File: src/rtl/instr_fetch_queue.sv
// rtl/instr_fetch_queue.sv - show-ahead fetch FIFO feeding the IF/ID register
module instr_fetch_queue #(
    parameter int DEPTH       = 4,
    parameter int INSTR_WIDTH = 32,
    parameter int PC_WIDTH    = 32,
    parameter logic [INSTR_WIDTH-1:0] NOP_INSTR = 32'h0000_0013
) (
    input  logic                     clk,
    input  logic                     rst,
    input  logic                     fetch_valid,
    input  logic [INSTR_WIDTH-1:0]   fetch_instr,
    input  logic [PC_WIDTH-1:0]      fetch_pc,
    output logic                     fetch_ready,
    input  logic                     Stall,
    input  logic                     Flush,
    output logic                     out_valid,
    output logic [INSTR_WIDTH-1:0]   out_instr,
    output logic [PC_WIDTH-1:0]      out_pc,
    output logic [$clog2(DEPTH):0]   count
);

    localparam int PTR_W = $clog2(DEPTH);
    localparam int CNT_W = PTR_W + 1;

    logic [PTR_W-1:0] wr_ptr_q, wr_ptr_d;
    logic [PTR_W-1:0] rd_ptr_q, rd_ptr_d;
    logic [CNT_W-1:0] count_q, count_d;
    logic             push, pop;

    logic [INSTR_WIDTH-1:0] instr_mem_q [DEPTH];
    logic [PC_WIDTH-1:0]    pc_mem_q    [DEPTH];

    assign fetch_ready = (count_q != CNT_W'(DEPTH));
    assign out_valid   = (count_q != '0);
    assign out_instr   = out_valid ? instr_mem_q[rd_ptr_q] : NOP_INSTR;
    assign out_pc      = out_valid ? pc_mem_q[rd_ptr_q] : '0;
    assign count       = count_q;

    // Flush kills both the push and the pop so the IF/ID capture and queue stay consistent.
    always_comb begin
        push     = fetch_valid && fetch_ready && !Flush;
        pop      = out_valid && !Stall && !Flush;
        wr_ptr_d = wr_ptr_q;
        rd_ptr_d = rd_ptr_q;
        count_d  = count_q;
        if (Flush) begin
            wr_ptr_d = '0;
            rd_ptr_d = '0;
            count_d  = '0;
        end else begin
            if (push) wr_ptr_d = wr_ptr_q + PTR_W'(1);
            if (pop)  rd_ptr_d = rd_ptr_q + PTR_W'(1);
            case ({push, pop})
                2'b10:   count_d = count_q + CNT_W'(1);
                2'b01:   count_d = count_q - CNT_W'(1);
                default: count_d = count_q;
            endcase
        end
    end

    always_ff @(posedge clk or posedge rst) begin
        if (rst) begin
            wr_ptr_q <= '0;
            rd_ptr_q <= '0;
            count_q  <= '0;
        end else begin
            wr_ptr_q <= wr_ptr_d;
            rd_ptr_q <= rd_ptr_d;
            count_q  <= count_d;
        end
    end

    // Entry storage is deliberately left out of reset.
    always_ff @(posedge clk) begin
        if (push) begin
            instr_mem_q[wr_ptr_q] <= fetch_instr;
            pc_mem_q[wr_ptr_q]    <= fetch_pc;
        end
    end

endmodule

File: config.mk
export PLATFORM = sky130hd
export DESIGN_NAME = instr_fetch_queue
export DESIGN_NICKNAME = d
export VERILOG_FILES = /design/src/rtl/instr_fetch_queue.sv
export SDC_FILE = /design/constraint.sdc
export NUM_CORES = 1
export LEC_CHECK = 0
export CORE_MARGIN = 10
export CORE_UTILIZATION = 30
export DETAILED_ROUTE_END_ITERATION = 16
export GPL_ROUTABILITY_DRIVEN = 1
export PLACE_DENSITY = 0.46
export SYNTH_ARGS = -nofsm -noshare
export SYNTH_HDL_FRONTEND = slang
export SYNTH_SLANG_ARGS = --single-unit
File: constraint.sdc
create_clock -name clk -period 3.6 [get_ports clk]
set_clock_uncertainty 0.2 [all_clocks]
set_input_delay 0.72 -clock clk [delete_from_list [all_inputs] [get_ports clk]]
set_output_delay 0.72 -clock clk [all_outputs]
set_load 0.01 [all_outputs]
==> flow_summary.yaml <==
drt:
  drt-wirelength-per-cell_um: 21.2
  avgViaCountPerCell: 4.50
  drc_errors: 0
  drt_iter0_drc: 349
  first_pass_iters: 4
  finalWirelength_um: 23700
  ant_nets: 0
  via_count: 5038
worst_setup_path:
  startpoint_type: "flop"
  cp_slowest_stage_delay_ns: 0.52
  cp_data_required_time_ns: 2.68
  cp.arrival_ns: 2.53
  crit_slowest_cell: "mux4_2"
  worstPathCellList: "buf_12, buf_12, mux4_2, and2_1, clkdlybuf4s50_1"
  critical_path.endpoint_type: "primary output"
  cp_top_family: "buffers and inverters"
  critPathMostFrequentCell: "buf_12"
  worstSetupPathType: "flop to primary output"
  path_max_fanout: 19
  critPathBufInv: 3
logic_synthesis:
  netlist_area_sq_mm: 0.0102
  synth_cell_types: 33
  syn_inst: 472
  synth_flop_cell: "edfxtp_1"
  ys_seq_area_frac: 0.768
  yosys.area.top_type: "edfxtp_1"
  synth_edf_count: 256
  ys_ff_latch: 263
  ys_async_sr_fraction: 0.0266
  yosys_warnings: 0
  syn_area_per_cell_sq_um: 21.7
  syn_nets: 546
  ys_top_cells_by_area: "edfxtp_1 75%, mux4_2 14%, and2_1 4.0%, dfrtp_1 1.7%, buf_12 0.78%"
  synth_top_area_share: 0.750
clock_tree:
  cts_tree: "yes"
  clk_latency_ns: 0.53
  cts.hold.buffers_added: 0
  cts-root-buf: "clkbuf_16"
  cts_max_level: 1
  clkSlewWorstSetupHoldPaths_ns: 0.07
  numCtsBuffers: 28
  clock-sinks: 263
  clk_path_buf_depth: 3
layout:
  stdcell_area_sq_mm: 0.0133
  drive_gt1_frac: 0.209
  fin_nets: 722
  area_delta_synth_final_pct: 29.6
timing:
  fin_crit_ns: 3.45
  final-setup-viol-count: 0
  tightestPinTransition_ns: 0.601
  finalCritPeriodShare: 0.958
  max_slew_margin: 0.589
  hold_viol: 0
  tns_ns: 0
  rsz0062_at_grt: "no"
  whs_ns: 0.236
  slew_violations: 0
  fmax_mhz: 290
power:
  power.density_mw_per_mm2: 559
  power_leakage_nw: 4.21
  p_switching_mw: 1.75
  pwr-share-clk: 0.348
  internal_power_mw: 5.67
  vdd_drop_max_uv: 348
  pwr-share-seq: 0.476
  p_comb_frac: 0.176
  swShare: 0.235
global_route:
  gr-usage-all-layers: 0.113
  grt_max_degree: 48
  gr-total-overflow: 0
  antenna_found_initial: 3
  grt_pass1_vias: 5961
  grt_pass1_wl_um: 36300
floorplanning:
  dieWidth_um: 205
  core-area_sq_mm: 0.0336
  dieHeight_um: 205
  boundaryPins: 138
  die_area_sq_mm: 0.0419
  start_util: 0.305
  num_rows: 67
place:
  dp.final_hpwl_um: 15000
  gp_congestion: 0.685
  place_area_sq_mm: 0.0123
  numPortBuffers: 137
run_status:
  status: "complete, no violations"
flow_run:
  maxCapViolations: 0
worst_hold_path:
  min_path_type: "input pin to async pin"
==> power groups by stage <==
stage	logic (mW)	clock network (mW)	registers [mW]
floorplan	0.640	0	3.58
global placement	1.26	0	3.62
detailed placement	1.27	0	3.63
CTS	1.35	2.68	3.53
global route	1.42	2.83	3.54
finish	1.30	2.58	3.53
==> per-layer routing <==
| layer | routed length (um) | up-vias | global-route usage | share of wire |
|---|---|---|---|---|
| met2 | 12400 | 116 | 0.206 | 0.52 |
| met1 | 9740 | 2636 | 0.132 | 0.41 |
| met4 | 367 | 0 | 0.0272 | 0.015 |
| met3 | 1240 | 24 | 0.0262 | 0.052 |
| met5 | 0 | - | 0 | 0 |
| li1 | - | 2262 | - | - |
==> registers in the layout, indices dropped and copies added (netlist names) <==
signal / flops
rd_ptr_q: 2
instr_mem_q: 128
wr_ptr_q: 2
pc_mem_q: 128
count: 3
==> cell usage after synthesis (4+ instances only) <==
| cell type | count |
|---|---|
| ha_1 | 4 |
| mux4_2 | 64 |
| dfrtp_1 | 7 |
| inv_1 | 6 |
| buf_2 | 7 |
| and2_1 | 66 |
| nand2_1 | 5 |
| edfxtp_1 | 256 |
| a21oi_1 | 6 |
| buf_12 | 4 |
| nor2_1 | 7 |
| clkbuf_1 | 10 |
==> path summary, 6_finish.rpt <==
check,startpoint,to,slack [ns],depth (start not counted)
max in group asynchronous,rst,rd_ptr_q[0],2.70,2
min in group clk,wr_ptr_q[1],wr_ptr_q[1],0.39,2
setup / recovery,rd_ptr_q[0],out_pc[10],0.15,5
setup reg to reg,count[1],count[1],0.74,8
hold / removal,rst,rd_ptr_q[1],0.24,2
hold reg to reg,wr_ptr_q[1],wr_ptr_q[1],0.39,2
==> per-stage QoR <==
step                 util  worst slack [ns]  std cells  power, mW
global placement    0.367             0.391       1059       4.88
detailed placement  0.367             0.203       1059       4.90
CTS                 0.395            0.0327       1118       7.56
global route        0.395            0.0151       1119       7.79
floorplan               -             0.172        472       4.22
finish              0.395             0.152       1119       7.42
==> logic make-up after synthesis <==
logic type | count (synthesis) | synth area share
AO/OA/AOI/OAI | 16 | 0.00953
XOR/XNOR | 2 | 0.00171
adder cells (fa/ha/maj) | 5 | 0.00684
buffers and inverters | 30 | 0.0197
flip-flops | 263 | 0.768
multiplexers | 64 | 0.141
AND/OR/NAND/NOR | 92 | 0.0540
==> area by class of cell <==
cell class | instances | area [sq um]
Tap cell | 448 | 561
Multi-Input combinational cell | 179 | 2190
Inverter | 6 | 25.0
Sequential cell | 263 | 7870
Clock inverter | 15 | 70.1
Fill cell | 3038 | 20300
Timing Repair Buffer | 170 | 1800
Antenna cell | 1 | 2.50
Clock buffer | 37 | 756
==> cell usage in the layout, fill, tap and decap left out, types with 2 or more instances in the layout <==
| master | instances |
|---|---|
| a21oi_1 | 6 |
| a31oi_1 | 3 |
| and2_1 | 62 |
| and2_4 | 4 |
| buf_12 | 13 |
| buf_4 | 19 |
| clkbuf_1 | 8 |
| clkbuf_16 | 29 |
| clkdlybuf4s50_1 | 137 |
| clkinv_1 | 9 |
| clkinv_2 | 4 |
| dfrtp_1 | 5 |
| dfrtp_4 | 2 |
| edfxtp_1 | 256 |
| ha_1 | 4 |
| inv_1 | 5 |
| mux4_2 | 64 |
| nand2_1 | 5 |
| nand3b_1 | 2 |
| nor2_1 | 7 |
| o21ai_0 | 3 |
| or2_1 | 3 |
| xnor2_1 | 2 |
==> repair_timing <==
item,4_1_cts,5_1_grt
setup endpoints to repair,57,46
buffers inserted,7,0
gates resized for setup,0,2
No activity file was read; power rests on OpenSTA's default activity.
